[src/rtl/bids22_pkg.sv]
// Shared types for the bids22 host command sequencer: opcodes, error codes,
// winner encoding, sequencer state encoding and the FIFO entry layout.
package bids22_pkg;

    typedef enum logic [3:0] {
        OP_NOOP       = 4'h0,
        OP_UNLOCK     = 4'h1,
        OP_LOCK       = 4'h2,
        OP_LOADX      = 4'h3,
        OP_LOADY      = 4'h4,
        OP_LOADZ      = 4'h5,
        OP_SETXYZMASK = 4'h6,
        OP_SETTIMER   = 4'h7,
        OP_BIDCHARGE  = 4'h8,
        OP_RUN_ROUND  = 4'hF
    } opcode_e;

    localparam logic [1:0] ERR_OK             = 2'b00;
    localparam logic [1:0] ERR_ROUND_INACTIVE = 2'b01;
    localparam logic [1:0] ERR_NO_FUNDS       = 2'b10;
    localparam logic [1:0] ERR_MASKED         = 2'b11;

    typedef enum logic [1:0] {
        WIN_NONE = 2'b00,
        WIN_X    = 2'b01,
        WIN_Y    = 2'b10,
        WIN_Z    = 2'b11
    } winner_e;

    // Sequencer state encoding, kept as plain constants for legacy tools.
    typedef logic [2:0] seq_state_t;
    localparam seq_state_t S_IDLE  = 3'd0;
    localparam seq_state_t S_ISSUE = 3'd1;
    localparam seq_state_t S_CHECK = 3'd2;
    localparam seq_state_t S_ROUND = 3'd3;
    localparam seq_state_t S_WAIT  = 3'd4;

    typedef struct packed {
        logic [3:0]  op;
        logic [31:0] data;
    } cmd_t;

    // A tie or an empty field reports no winner.
    function automatic winner_e encode_winner(input logic x, input logic y, input logic z);
        case ({x, y, z})
            3'b100:  return WIN_X;
            3'b010:  return WIN_Y;
            3'b001:  return WIN_Z;
            default: return WIN_NONE;
        endcase
    endfunction

    function automatic logic is_pass_through(input logic [3:0] op);
        return op <= OP_BIDCHARGE;
    endfunction

endpackage

[src/rtl/bids_cmd_sequencer_if.sv]
// Host-side command handshake into the sequencer's command FIFO.
interface bids_cmd_sequencer_if;
    logic        host_valid;
    logic        host_ready;
    logic [3:0]  host_op;
    logic [31:0] host_data;

    modport master (output host_valid, output host_op, output host_data, input host_ready);
    modport slave  (input host_valid, input host_op, input host_data, output host_ready);
endinterface

[src/rtl/bids_cmd_fifo.sv]
// Command FIFO: registered empty/full, no write-through, power-of-2 depth.
module bids_cmd_fifo
    import bids22_pkg::*;
#(
    parameter int unsigned DEPTH = 4
) (
    input  logic                     clk,
    input  logic                     reset_n,
    input  logic                     push,
    input  cmd_t                     wr_cmd,
    input  logic                     pop,
    output cmd_t                     rd_cmd,
    output logic [$clog2(DEPTH):0]   count,
    output logic                     full,
    output logic                     empty
);
    localparam int unsigned AW = $clog2(DEPTH);

    cmd_t            mem [DEPTH];
    logic [AW-1:0]   wr_ptr;
    logic [AW-1:0]   rd_ptr;
    logic            do_push;
    logic            do_pop;

    assign do_push = push && !full;
    assign do_pop  = pop && !empty;
    assign full    = (count == (AW + 1)'(DEPTH));
    assign empty   = (count == '0);
    assign rd_cmd  = mem[rd_ptr];

    always_ff @(posedge clk or negedge reset_n) begin
        // NOTE: state registers use non-blocking assignments so every reader sees pre-edge values.
        if (!reset_n) begin
            wr_ptr <= '0;
            rd_ptr <= '0;
            count  <= '0;
        end else begin
            if (do_push) wr_ptr <= wr_ptr + AW'(1);
            if (do_pop)  rd_ptr <= rd_ptr + AW'(1);
            case ({do_push, do_pop})
                2'b10:   count <= count + 1'b1;
                2'b01:   count <= count - 1'b1;
                default: count <= count;
            endcase
        end
    end

    // NOTE: storage is not reset; the pointers and count alone decide which entries are valid.
    always_ff @(posedge clk) begin
        if (do_push) mem[wr_ptr] <= wr_cmd;
    end

endmodule

[src/rtl/bids_cmd_sequencer.sv]
// Replays buffered host commands onto the bids22 controller pins, reports per-command
// err, and runs timed rounds whose result is captured when roundOver asserts.
module bids_cmd_sequencer
    import bids22_pkg::*;
#(
    parameter int unsigned FIFO_DEPTH     = 4,
    parameter int unsigned RESULT_TIMEOUT = 1024,
    parameter logic [3:0]  OP_RUN         = 4'hF
) (
    input  logic        clk,
    input  logic        reset_n,
    bids_cmd_sequencer_if.slave host,
    output logic [3:0]  C_op,
    output logic [31:0] C_data,
    output logic        C_start,
    input  logic        ready,
    input  logic [1:0]  err,
    input  logic        roundOver,
    input  logic [31:0] maxBid,
    input  logic        X_win,
    input  logic        Y_win,
    input  logic        Z_win,
    output logic        busy,
    output logic        cmd_done,
    output logic [1:0]  cmd_err,
    output logic        cmd_reject,
    output logic        result_valid,
    output logic [31:0] result_maxBid,
    output logic [1:0]  result_winner,
    output logic        result_timeout
);
    localparam int unsigned TW = $clog2(RESULT_TIMEOUT);
    localparam logic [TW-1:0] TMO_LAST = TW'(RESULT_TIMEOUT - 1);

    seq_state_t                  state;
    logic [31:0]                 cnt;
    logic [TW-1:0]               tmo;
    cmd_t                        head;
    cmd_t                        wr_cmd;
    logic [$clog2(FIFO_DEPTH):0] fifo_count;
    logic                        fifo_full;
    logic                        fifo_empty;
    logic                        pop;

    assign wr_cmd          = '{op: host.host_op, data: host.host_data};
    assign host.host_ready = !fifo_full;
    assign pop             = (state == S_IDLE) && !fifo_empty && ready;
    assign busy            = (state != S_IDLE) || (fifo_count != '0);

    bids_cmd_fifo #(.DEPTH(FIFO_DEPTH)) u_fifo (
        .clk     (clk),
        .reset_n (reset_n),
        .push    (host.host_valid),
        .wr_cmd  (wr_cmd),
        .pop     (pop),
        .rd_cmd  (head),
        .count   (fifo_count),
        .full    (fifo_full),
        .empty   (fifo_empty)
    );

    always_ff @(posedge clk or negedge reset_n) begin
        if (!reset_n) begin
            state          <= S_IDLE;
            cnt            <= '0;
            tmo            <= '0;
            C_op           <= OP_NOOP;
            C_data         <= '0;
            C_start        <= 1'b0;
            cmd_done       <= 1'b0;
            cmd_err        <= ERR_OK;
            cmd_reject     <= 1'b0;
            result_valid   <= 1'b0;
            result_maxBid  <= '0;
            result_winner  <= WIN_NONE;
            result_timeout <= 1'b0;
        end else begin
            cmd_done     <= 1'b0;
            result_valid <= 1'b0;
            case (state)
                S_IDLE: begin
                    C_op    <= OP_NOOP;
                    C_start <= 1'b0;
                    if (pop) begin
                        if (is_pass_through(head.op)) begin
                            state  <= S_ISSUE;
                            C_op   <= head.op;
                            C_data <= head.data;
                        end else if (head.op == OP_RUN && head.data != '0) begin
                            state   <= S_ROUND;
                            cnt     <= head.data;
                            C_start <= 1'b1;
                        end else begin
                            cmd_done   <= 1'b1;
                            cmd_reject <= 1'b1;
                            cmd_err    <= ERR_OK;
                        end
                    end
                end
                S_ISSUE: begin
                    C_op  <= OP_NOOP;
                    state <= S_CHECK;
                end
                S_CHECK: begin
                    // The controller answers the cycle after the opcode is presented.
                    cmd_err    <= err;
                    cmd_done   <= 1'b1;
                    cmd_reject <= 1'b0;
                    state      <= S_IDLE;
                end
                S_ROUND: begin
                    if (cnt == 32'd1) begin
                        C_start <= 1'b0;
                        tmo     <= '0;
                        state   <= S_WAIT;
                    end else begin
                        cnt <= cnt - 32'd1;
                    end
                end
                S_WAIT: begin
                    if (roundOver) begin
                        result_valid   <= 1'b1;
                        result_timeout <= 1'b0;
                        result_maxBid  <= maxBid;
                        result_winner  <= encode_winner(X_win, Y_win, Z_win);
                        state          <= S_IDLE;
                    end else if (tmo == TMO_LAST) begin
                        result_valid   <= 1'b1;
                        result_timeout <= 1'b1;
                        result_maxBid  <= '0;
                        result_winner  <= WIN_NONE;
                        state          <= S_IDLE;
                    end else begin
                        tmo <= tmo + TW'(1);
                    end
                end
                default: state <= S_IDLE;
            endcase
        end
    end

endmodule

[src/flat_wrapper.sv]
// flat-port wrapper written by rule: the top's interface ports become plain ports
module bids_cmd_sequencer_flat import bids22_pkg::*;
#(
    parameter int unsigned FIFO_DEPTH     = 4,
    parameter int unsigned RESULT_TIMEOUT = 1024,
    parameter logic [3:0]  OP_RUN         = 4'hF
)
  (clk, reset_n, C_op, C_data, C_start, ready, err, roundOver, maxBid, X_win, Y_win, Z_win, busy, cmd_done, cmd_err, cmd_reject, result_valid, result_maxBid, result_winner, result_timeout, host_host_valid, host_host_op, host_host_data, host_host_ready);
  bids_cmd_sequencer_if host_i ();
  input  logic clk;
  input  logic reset_n;
  output logic [3:0] C_op;
  output logic [31:0] C_data;
  output logic C_start;
  input  logic ready;
  input  logic [1:0] err;
  input  logic roundOver;
  input  logic [31:0] maxBid;
  input  logic X_win;
  input  logic Y_win;
  input  logic Z_win;
  output logic busy;
  output logic cmd_done;
  output logic [1:0] cmd_err;
  output logic cmd_reject;
  output logic result_valid;
  output logic [31:0] result_maxBid;
  output logic [1:0] result_winner;
  output logic result_timeout;
  input wire logic [$bits(host_i.host_valid)-1:0] host_host_valid;
  input wire logic [$bits(host_i.host_op)-1:0] host_host_op;
  input wire logic [$bits(host_i.host_data)-1:0] host_host_data;
  output wire logic [$bits(host_i.host_ready)-1:0] host_host_ready;
  assign host_i.host_valid = host_host_valid;
  assign host_i.host_op = host_host_op;
  assign host_i.host_data = host_host_data;
  assign host_host_ready = host_i.host_ready;
  bids_cmd_sequencer #(.FIFO_DEPTH(FIFO_DEPTH), .RESULT_TIMEOUT(RESULT_TIMEOUT), .OP_RUN(OP_RUN)) u_core (.clk(clk), .reset_n(reset_n), .host(host_i), .C_op(C_op), .C_data(C_data), .C_start(C_start), .ready(ready), .err(err), .roundOver(roundOver), .maxBid(maxBid), .X_win(X_win), .Y_win(Y_win), .Z_win(Z_win), .busy(busy), .cmd_done(cmd_done), .cmd_err(cmd_err), .cmd_reject(cmd_reject), .result_valid(result_valid), .result_maxBid(result_maxBid), .result_winner(result_winner), .result_timeout(result_timeout));
endmodule
[config.mk]
export PLATFORM = sky130hd
export DESIGN_NAME = bids_cmd_sequencer_flat
export DESIGN_NICKNAME = d
export VERILOG_FILES = /design/src/rtl/bids22_pkg.sv /design/src/rtl/bids_cmd_sequencer_if.sv /design/src/rtl/bids_cmd_fifo.sv /design/src/rtl/bids_cmd_sequencer.sv /design/src/flat_wrapper.sv
export SDC_FILE = /design/constraint.sdc
export NUM_CORES = 1
export LEC_CHECK = 0
export BUFFER_PORTS_ARGS = -buffer_cell sky130_fd_sc_hd__buf_2
export CAP_MARGIN = 20
export CELL_PAD_IN_SITES_DETAIL_PLACEMENT = 0
export CELL_PAD_IN_SITES_GLOBAL_PLACEMENT = 1
export CORE_ASPECT_RATIO = 0.6
export CORE_UTILIZATION = 45
export CTS_BUF_LIST = sky130_fd_sc_hd__clkbuf_4
export DETAILED_ROUTE_END_ITERATION = 12
export PLACE_DENSITY_LB_ADDON = 0.1
export SYNTH_ARGS = -nofsm -noshare
export SYNTH_HDL_FRONTEND = slang
export SYNTH_SLANG_ARGS = --single-unit
[constraint.sdc]
create_clock -name clk -period 7.29 [get_ports clk]
set_input_delay 1.0935 -clock clk [delete_from_list [all_inputs] [get_ports clk]]
set_output_delay 1.0935 -clock clk [all_outputs]
set_load 0.02 [all_outputs]
==> key figures, run 1 <==
Logic synthesis
  • Gate Count Post-Synth: between 700 and 800
  • EDFF count, synth: between 100 and 150
  • Prevailing post-synth register cell: edfxtp_1
  • Mapped cell area: about 11000 um^2
  • Mean Syn Cell Area: approximately 15 um^2
  • Warnings from Yosys: 0
  • Post-synth ARST share: 0.473
  • Synth Register Bits: 273
  • Seq/Total Area, Yosys: 0.661
  • Syn nets: ~840
  • Synth cell types: 64
  • Synth top area share: 0.379
  • Post-synth top area cell: edfxtp_1
  • Synth top area cells: edfxtp_1 38%, dfrtp_1 28%, mux4_2 7.1%

STA
  • Max Clk Rate: 269 MHz
  • RSZ-0062 raised after global routing: false
  • Slew @ Worst Pin: about 0.86 ns
  • Count of final setup violators: 0
  • Setup TNS: 0 ns
  • Fin Clk Skew: between 0.04 and 0.05 ns
  • Tcrit/Tclk final: 0.511
  • Relative slew margins: 0.427
  • Min Hold Slack: about 0.43 ns
  • Min Tclk post-route: around 3.7 ns
  • Slew Viols, Final: 0
  • Final hold vios: 0

Floorplanning
  • Initial Util: 0.465
  • Core area: between 20000 and 25000 um^2
  • Placement Rows: 44
  • Area of the die: around 26000 um^2
  • Die W: a little over 200 um
  • Die Y: about 130 um
  • Ports: between 150 and 200

Placement
  • Detailed Place HPWL: 18600 um
  • Port Buffers: about 160
  • Placed Area: about 12000 um^2
  • Final RePlAce weighted congestion: a little under 0.9

Detailed routing
  • Wirelength per Cell: around 21 um
  • DRC: 0
  • DR iter-0 viols: 504
  • Vias after detailed routing: ~7.6k
  • WL final: 28400 um
  • Vias per inst: 5.70
  • DR pass1 iterations: 6
  • Post-route antenna net violation count: 0

Clock tree
  • Setup Fix Bufs, Post-CTS: 0
  • Hold Buf Count CTS: 0
  • CTS tree: done
  • Clk sinks: roughly 270
  • Clk root buf: clkbuf_4
  • Clk pin slew, worst setup/hold paths: approximately 0.070 ns
  • Num CTS Buffers: between 60 and 70
  • Worst skew pair latency: 0.70 ns
  • CTS resizes: 0
  • H-tree depth: 3
  • Worst-case clock buffer depth: 3

GRT
  • Largest net degree at the start of global routing: roughly 70
  • First-pass GRT wire length: 44400 um
  • Tot GR Track Use: 0.225
  • Number of global-route vias before repair: a little under 8k
  • GR Overflow Total: 0
  • Initial antenna violation count: 0

Power
  • Seq pwr share: 0.519
  • Pleak: approximately 5.6 nW
  • Logic gate share of total power: 0.094
  • PwrDens: between 200 and 300 nW/um^2
  • Design Power: roughly 0.0036 W
  • Psw: about 0.00089 W
  • Maximum vdd ir drop: approximately 0.18 mV
  • Clock network fraction of total power: 0.386
  • Internal power: approximately 0.0027 W
  • Sw Share: 0.249

Setup path
  • Crit path kind: reg -> reg
  • Slowest-stage cell, CP: buf_4
  • Crit-path cells: buf_4 -> mux4_2 -> nor4_1 -> nand4_1 -> o2111a_1 -> a21boi_4 -> o221ai_1
  • CP max FO: 38
  • Largest stage delay, worst path: approximately 0.66 ns
  • Setup crit start kind: flip-flop
  • Req. time, crit path: about 7.8 ns
  • Worst path arrival time: between 4 and 5 ns
  • CP endpoint kind: flip-flop

Finish
  • Fin area: 13500 um^2
  • Most common cell after layout, fill and taps aside: buf_2
  • Most frequent cells in the layout: 155 x buf_2, 144 x edfxtp_1, 128 x dfrtp_1
  • Layout cell share with drive strength beyond 1: 0.387
  • Final net count: roughly 1.0k
  • # diodes: 0
  • Area growth syn-to-layout: 18.1%

Hold path
  • Min-Delay Path Class: in -> async

Job
  • Max-Cap Viols: 0

Status
  • Outcome: completed
flip-flops by register name (all words and copies together) (netlist names):
| signal | count |
|---|---|
| u_core.cnt | 32 |
| u_core.u_fifo.mem | 144 |
| u_core.u_fifo.count | 3 |
| u_core.cmd_done | 1 |
| u_core.result_timeout | 1 |
| u_core.result_winner | 2 |
| u_core.cmd_reject | 1 |
| u_core.state | 3 |
| u_core.u_fifo.rd_ptr | 2 |
| u_core.cmd_err | 2 |
| u_core.C_start | 1 |
| u_core.C_op | 4 |
| u_core.result_maxBid | 32 |
| u_core.tmo | 10 |
| u_core.u_fifo.wr_ptr | 2 |
| u_core.C_data | 32 |
| u_core.result_valid | 1 |
metal layers:
layer / vias to the layer above / wire length, um / global-route usage
li1: 3410 / - / -
met1: 3872 / 13700 / 0.340
met2: 258 / 12200 / 0.312
met3: 44 / 1960 / 0.0605
met4: 0 / 558 / 0.0767
met5: - / 0 / 0
power by group through the flow:
stage	Clock [W]	Sequential [W]	Combinational [W]
2_1_floorplan	0	0.00188	0.000180
3_3_place_gp	0	0.00188	0.000322
3_5_place_dp	0	0.00189	0.000337
4_1_cts	0.00143	0.00186	0.000342
5_1_grt	0.00151	0.00187	0.000366
6_report	0.00138	0.00186	0.000336
cells in the mapped netlist, types with 12 or more instances:
library cell	instances
nand2_1	52
mux2_2	34
edfxtp_1	144
o221a_2	12
a22o_1	33
a21oi_1	18
nor3_1	18
xnor2_1	15
nand3_1	16
inv_1	16
nor4_1	18
clkbuf_1	24
mux4_2	36
o221ai_1	17
dfrtp_1	129
nor2_1	30
critical path: cells and delay by family (launching register included):
| family | cells | cell delay (ns) |
|---|---|---|
| flops | 1 | 0.34 |
| compound gates | 3 | 1.11 |
| buf+inv | 1 | 0.66 |
| mux | 1 | 0.63 |
| simple gates | 2 | 0.78 |
final cells by class:
cell class | instances | area (um^2)
clock buffer | 112 | 841
tap | 322 | 403
clock inverter | 15 | 119
timing repair buffer | 168 | 898
inverter | 16 | 60.1
multi-input combinational | 424 | 3610
fill | 2105 | 11100
sequential | 273 | 7550
worst paths after layout:
path | startpoint | end | slack, ns | cells after the start
setup / recovery | u_core.u_fifo.rd_ptr[0] | u_core.cnt[23] | 3.57 | 7
hold / removal | reset_n | u_core.result_maxBid[27] | 0.43 | 1
setup reg to reg | u_core.u_fifo.rd_ptr[0] | u_core.cnt[23] | 3.57 | 7
hold reg to reg | u_core.result_winner[0] | u_core.result_winner[0] | 0.47 | 2
max in group asynchronous | reset_n | u_core.C_data[25] | 5.52 | 2
min in group clk | u_core.result_winner[0] | u_core.result_winner[0] | 0.47 | 2
stage by stage:
step / util / setup WS (ns) / cells
2_1_floorplan: - / 4.44 / 754
3_3_place_gp: 0.508 / 3.61 / 1201
3_5_place_dp: 0.508 / 3.50 / 1201
4_1_cts: 0.548 / 3.48 / 1328
5_1_grt: 0.549 / 3.29 / 1330
6_report: 0.549 / 3.57 / 1330
logic make-up (layout without fill, tap and decap cells):
| logic type | Yosys count | after routing | share of synthesized area |
|---|---|---|---|
| XOR/XNOR | 20 | 20 | 0.0153 |
| adder cells (fa/ha/maj) | 9 | 9 | 0.0105 |
| AND/OR/NAND/NOR | 195 | 195 | 0.0914 |
| multiplexers | 71 | 71 | 0.105 |
| flip-flops | 273 | 273 | 0.661 |
| AO/OA/AOI/OAI | 129 | 129 | 0.0927 |
| buffers and inverters | 57 | 311 | 0.0231 |
Power figures use the tool's default switching activity.
==> inputs of run 2 (changes only) <==
==> constraint.sdc (replaced) <==
create_clock -name clk -period 3.05 [get_ports clk]
set_input_delay 0.4575 -clock clk [delete_from_list [all_inputs] [get_ports clk]]
set_output_delay 0.4575 -clock clk [all_outputs]
set_load 0.02 [all_outputs]
==> key figures, run 2 (synthesized netlist as in run 1, its figures left out) <==
Clock tree
  • CTS tree: done
  • Clk sinks: 273 (unchanged)
  • Worst skew pair latency: 0.70 ns (about the same)
  • Clk pin slew, worst setup/hold paths: 0.07 ns (about the same)
  • Worst-case clock buffer depth: 3 (unchanged)
  • Clk root buf: clkbuf_4
  • H-tree depth: 3 (unchanged)
  • Num CTS Buffers: 66 (-4.3%)

Placement
  • Placed Cells: 1243 (+3.5%)
  • Final RePlAce weighted congestion: 0.850 (-1.7%)
  • Port Buffers: 156 (unchanged)
  • Detailed Place HPWL: 19500 um (+4.6%)

STA
  • Relative slew margins: 0.464 (+0.0364)
  • Setup TNS: 0 ns (unchanged)
  • Count of final setup violators: 0 (unchanged)
  • Slew @ Worst Pin: 0.804 ns (-0.0546 ns)
  • Tcrit/Tclk final: 0.971 (+0.460)
  • Final hold vios: 0 (unchanged)
  • Max Clk Rate: 338 MHz (+26%)
  • Min Hold Slack: 0.0608 ns (-0.372 ns)
  • RSZ-0062 raised after global routing: false
  • Slew Viols, Final: 0 (unchanged)
  • Min Tclk post-route: 2.96 ns (-0.762 ns)
  • Fin Clk Skew: 0.0467 ns (+0.00227 ns)

Floorplanning
  • Die Y: 125 um (unchanged)
  • Area of the die: 26000 um^2 (unchanged)
  • Core area: 24600 um^2 (unchanged)
  • Initial Util: 0.465 (unchanged)
  • Placement Rows: 44 (unchanged)
  • Die W: 208 um (unchanged)
  • Ports: 157 (unchanged)

Detailed routing
  • Wirelength per Cell: 20.4 um (-4.3%)
  • Vias after detailed routing: 8071 (+6.4%)
  • DR iter-0 viols: 657 (+30%)
  • DR pass1 iterations: 5 (-1)
  • Vias per inst: 5.63 (-1.2%)
  • Post-route antenna net violation count: 0 (unchanged)
  • WL final: 29300 um (+3.1%)
  • DRC: 0 (unchanged)

Finish
  • Layout cell share with drive strength beyond 1: 0.373 (-0.0139)
  • Post-Layout Cell Count: 1433 (+7.7%)
  • Largest register by flop count: u_core.u_fifo.mem
  • Area growth syn-to-layout: 27.0%
  • Max FFs per register: 144 (unchanged)
  • Most frequent cells in the layout: 155 x buf_2, 144 x edfxtp_1, 128 x dfrtp_1
  • Most common cell after layout, fill and taps aside: buf_2
  • Final net count: 1146 (+10%)

Power
  • Logic gate share of total power: 0.115 (+0.021)
  • Internal power: 0.00633 W (+140%)
  • PwrDens: 588 nW/um^2 (+120%)
  • Seq pwr share: 0.522 (+0.003)
  • Maximum vdd ir drop: 0.314 mV (+71%)
  • Psw: 0.00219 W (+150%)
  • Clock network fraction of total power: 0.364 (-0.022)
  • Pleak: 6.01 nW (+8.1%)
  • Sw Share: 0.257 (+0.00831)

GRT
  • GR Overflow Total: 0 (unchanged)
  • First-pass GRT wire length: 45900 um (+3.2%)
  • Initial antenna violation count: 1 (+1)
  • Number of global-route vias before repair: 8228 (+6.3%)
  • Largest net degree at the start of global routing: 61 (-10%)
  • Tot GR Track Use: 0.231 (+0.00567)

Job
  • Max-Cap Viols: 0 (unchanged)

Setup path
  • Worst R2R Start: u_core.u_fifo.rd_ptr[0]
  • Crit-path cells: buf_12 -> mux4_2 -> nor4_2 -> nand4_1 -> o2111a_1 -> or3b_1 -> and2_1
  • Crit path kind: reg -> reg
  • Reg-to-Reg End: u_core.cmd_err[0]
  • Req. time, crit path: 3.61 ns (-4.20 ns)
  • Reg-to-reg slack, setup: 0.09 ns (-3.48 ns)
  • CP max FO: 25 (-34%)
  • Slowest-stage cell, CP: mux4_2
  • Worst path arrival time: 3.52 ns (-0.72 ns)
  • Largest stage delay, worst path: 0.57 ns (-0.09 ns)
  • CP endpoint kind: flip-flop
  • Setup crit start kind: flip-flop
  • Reg2Reg Depth: 7 (unchanged)

Hold path
  • Min-Delay Path Class: in -> reg
  • Hold path start: maxBid[20]
  • Hold-critical path depth: 2
  • WHS Endpoint: u_core.result_maxBid[20]

Status
  • Outcome: completed
[run 2: changes by cell type in the layout (fill, tap and decap cells not counted), sizes merged]
cell	before	now
clkinv	8	18
buf	167	208
diode	0	1
clkbuf	113	96
dlygate4sd3	0	70
inv	19	18
clkinvlp	2	1
[run 2: worst max path at each step]
stage / from / endpoint / slack, ns / cells after the start
after global routing: u_core.u_fifo.rd_ptr[0] / u_core.cmd_err[0] / 0.005 / 7
after global placement: u_core.u_fifo.rd_ptr[0] / u_core.cmd_err[0] / 0.07 / 7
after floorplan: u_core.cnt[0] / u_core.cnt[26] / 0.20 / 9
final: u_core.u_fifo.rd_ptr[0] / u_core.cmd_err[0] / 0.09 / 7
after detailed placement: u_core.u_fifo.rd_ptr[0] / u_core.cmd_err[0] / 0.03 / 7
after CTS: u_core.u_fifo.rd_ptr[0] / u_core.cnt[7] / 0.002 / 9
[run 2: metal layers]
| layer | GRT usage | share of wire |
|---|---|---|
| met1 | 0.344 | 0.47 |
| met2 | 0.337 | 0.44 |
| met3 | 0.0560 | 0.072 |
| met5 | 0 | 0 |
| met4 | 0.0662 | 0.012 |
[run 2: metrics by stage]
stage                     utilization  power, W  instance area, um^2  worst slack [ns]
after global routing            0.590   0.00890                14500           0.00456
after detailed placement        0.525   0.00543                12900            0.0325
after global placement          0.525   0.00538                12900            0.0701
final                           0.590   0.00852                14500            0.0883
after CTS                       0.589   0.00862                14500           0.00234
after floorplan                     -   0.00492                11400             0.204
[run 2: power by group through the flow]
stage	Clock [W]	Combinational [W]	Sequential, W
after floorplan	0	0.000430	0.00449
final	0.00310	0.000979	0.00445
after detailed placement	0	0.000909	0.00452
after global placement	0	0.000880	0.00450
after global routing	0.00337	0.00106	0.00447
after CTS	0.00318	0.000984	0.00445
[run 2: final cells by class]
| class | count | area, um^2 |
|---|---|---|
| Fill cell | 1959 | 10100 |
| Sequential cell | 273 | 7550 |
| Multi-Input combinational cell | 424 | 3640 |
| Timing Repair Buffer | 278 | 1980 |
| Clock buffer | 96 | 721 |
| Tap cell | 322 | 403 |
| Clock inverter | 23 | 144 |
| Inverter | 16 | 60.1 |
| Antenna cell | 1 | 2.50 |
[run 2: critical path: cells and delay by family, from the launching register on]
kind            cells  cell delay (ns)
buf+inv             1             0.23
flops               1             0.41
mux                 1             0.57
compound gates      1             0.37
simple gates        4             1.22
[run 2: timing repair]
action	4_1_cts	5_1_grt
hold buffers	70	0
hold endpoints to repair	233	0
gates resized for setup	1	4
pin swaps	0	2
setup endpoints to repair	2	17
setup buffers	0	0
==> inputs of run 3 (changes only) <==
--- a/config.mk
+++ b/config.mk
@@ -5,14 +5,15 @@
 export SDC_FILE = /design/constraint.sdc
 export NUM_CORES = 1
 export LEC_CHECK = 0
-export BUFFER_PORTS_ARGS = -buffer_cell sky130_fd_sc_hd__buf_2
+export ABC_CLOCK_PERIOD_IN_PS = 3050
 export CAP_MARGIN = 20
 export CELL_PAD_IN_SITES_DETAIL_PLACEMENT = 0
 export CELL_PAD_IN_SITES_GLOBAL_PLACEMENT = 1
-export CORE_ASPECT_RATIO = 0.6
+export CORE_ASPECT_RATIO = 0.75
 export CORE_UTILIZATION = 45
 export CTS_BUF_LIST = sky130_fd_sc_hd__clkbuf_4
 export DETAILED_ROUTE_END_ITERATION = 12
+export DONT_BUFFER_PORTS = 1
 export PLACE_DENSITY_LB_ADDON = 0.1
 export SYNTH_ARGS = -nofsm -noshare
 export SYNTH_HDL_FRONTEND = slang
==> key figures, run 3 (synthesized netlist as in run 1, its figures left out) <==
Detailed routing
  • DR iter-0 viols: 386 (-41%)
  • DR pass1 iterations: 5 (unchanged)
  • WL final: 28000 um (-4.5%)
  • Wirelength per Cell: 21.5 um (+5.1%)
  • Post-route antenna net violation count: 0 (unchanged)
  • DRC: 0 (unchanged)
  • Vias after detailed routing: 7414 (-8.1%)
  • Vias per inst: 5.69 (+1.1%)

Finish
  • Most common cell after layout, fill and taps aside: edfxtp_1
  • Max FFs per register: 144 (unchanged)
  • Fin area: 13800 um^2 (-4.9%)
  • Most frequent cells in the layout: 144 x edfxtp_1, 128 x dfrtp_1, 100 x clkbuf_4
  • Layout cell share with drive strength beyond 1: 0.273 (-0.0996)
  • Final core occ: 0.552 (-0.0381)
  • Area growth syn-to-layout: 20.8%
  • Final net count: 999 (-13%)
  • Largest register by flop count: u_core.u_fifo.mem

STA
  • Slew Viols, Final: 0 (unchanged)
  • Slew @ Worst Pin: 0.802 ns (-0.00235 ns)
  • Tcrit/Tclk final: 0.976 (+0.00451)
  • Fin Clk Skew: 0.0488 ns (+0.00215 ns)
  • Min Tclk post-route: 2.98 ns (+0.0138 ns)
  • Min Hold Slack: -0.507 ns (-0.568 ns)
  • Final hold vios: 129 (+129)
  • Count of final setup violators: 0 (unchanged)
  • Crit path setup slack, layout: 0.0745 ns (-0.0138 ns)
  • Relative slew margins: 0.465 (+0.00157)
  • Setup TNS: 0 ns (unchanged)
  • Max Clk Rate: 336 MHz (-0.46%)

Placement
  • Worst slack at placement: -0.0742 ns (-0.107 ns)
  • Detailed Place HPWL: 18000 um (-7.7%)
  • Port Buffers: 0 (-100%)
  • Final RePlAce weighted congestion: 0.836 (-1.7%)
  • Placed Area: 12100 um^2 (-6.3%)

Floorplanning
  • Initial Util: 0.457 (-0.00760)
  • Placement Rows: 50 (+14%)
  • Die W: 186 um (-10%)
  • Die Y: 140 um (+12%)
  • Ports: 157 (unchanged)
  • Core area: 25000 um^2 (+1.7%)
  • Area of the die: 26000 um^2 (about the same)

Power
  • Pleak: 5.32 nW (-11%)
  • Maximum vdd ir drop: 0.715 mV (+130%)
  • PwrDens: 606 nW/um^2 (+3.1%)

GRT
  • First-pass GRT wire length: 43700 um (-4.7%)
  • GR Overflow Total: 0 (unchanged)
  • Tot GR Track Use: 0.224 (-0.00615)
  • Initial antenna violation count: 4 (+3)
  • Number of global-route vias before repair: 7588 (-7.8%)
  • Largest net degree at the start of global routing: 130 (+110%)

Setup path
  • CP endpoint: u_core.cmd_err[1]
  • Worst path arrival time: 3.54 ns (+0.02 ns)
  • Reg-to-reg slack, setup: 0.07 ns (about the same)
  • CP max FO: 14 (-44%)
  • Req. time, crit path: 3.61 ns (about the same)
  • Setup crit start kind: flip-flop
  • Reg2Reg Depth: 7 (unchanged)
  • Reg-to-Reg End: u_core.cmd_err[1]
  • CP endpoint kind: flip-flop
  • Crit path kind: reg -> reg
  • Worst R2R Start: u_core.u_fifo.rd_ptr[0]
  • Critical Path Source: u_core.u_fifo.rd_ptr[0]

Job
  • Max-Cap Viols: 0 (unchanged)

Clock tree
  • Worst skew pair latency: 0.68 ns (-0.02 ns)
  • H-tree depth: 3 (unchanged)
  • Clk sinks: 273 (unchanged)
  • Hold Buf Count CTS: 75 (+7.1%)
  • Worst-case clock buffer depth: 3 (unchanged)
  • Clk pin slew, worst setup/hold paths: 0.07 ns (about the same)
  • Clk root buf: clkbuf_4
  • Num CTS Buffers: 70 (+6.1%)
  • CTS tree: done

Status
  • Outcome: finished, violations left
  • Violated checks: negative hold slack

Hold path
  • Min-Delay Path Class: in -> async
## run 3: worst min-delay path by stage
stage                          endpoint  cells past startpoint
2_1_floorplan          u_core.C_data[0]                      0
3_3_place_gp   u_core.result_maxBid[12]                      0
3_5_place_dp   u_core.result_maxBid[12]                      0
4_1_cts                  u_core.cnt[16]                      0
5_1_grt               u_core.C_data[29]                      0
6_report                  u_core.tmo[0]                      0
## run 3: where the power goes
group,switching [W],leakage [nW],internal [W],total [W]
clock,0.00144,0.520,0.00159,0.00304
combinational,0.000555,1.81,0.000317,0.000873
sequential,0.0000980,2.99,0.00435,0.00445
total,0.00210,5.32,0.00626,0.00835
## run 3: stage by stage
step	total power [W]	cells
2_1_floorplan	0.00492	754
3_3_place_gp	0.00526	1101
3_5_place_dp	0.00531	1101
4_1_cts	0.00847	1298
5_1_grt	0.00875	1302
6_report	0.00835	1302
## run 3: critical path: stages, from the launching register on
cell      delay [ns]
dfrtp_2         0.45
buf_12          0.20
mux4_2          0.59
nor4_4          0.34
nand4_1         0.29
o2111a_2        0.39
or3b_1          0.43
and2_1          0.16
## run 3: layout make-up
type / count / area (um^2)
Antenna cell: 2 / 5.00
Clock buffer: 100 / 751
Clock inverter: 22 / 110
Fill cell: 2019 / 11200
Inverter: 16 / 60.1
Multi-Input combinational cell: 424 / 3640
Sequential cell: 273 / 7550
Tap cell: 338 / 423
Timing Repair Buffer: 127 / 1250
## run 3: timing repair
item | 4_1_cts | 5_1_grt
hold endpoints to repair | 310 | 129
setup buffers | 0 | 1
gates resized for setup | 1 | 5
setup endpoints to repair | 14 | 14
pin swaps | 0 | 3
cloned | 0 | 1
## run 3: per-layer routing
layer	GRT usage	up-vias	part of all wire
met5	0	-	0.00061
met4	0.0759	2	0.022
met3	0.0551	52	0.060
met2	0.328	216	0.46
met1	0.328	3811	0.46
li1	-	3333	-
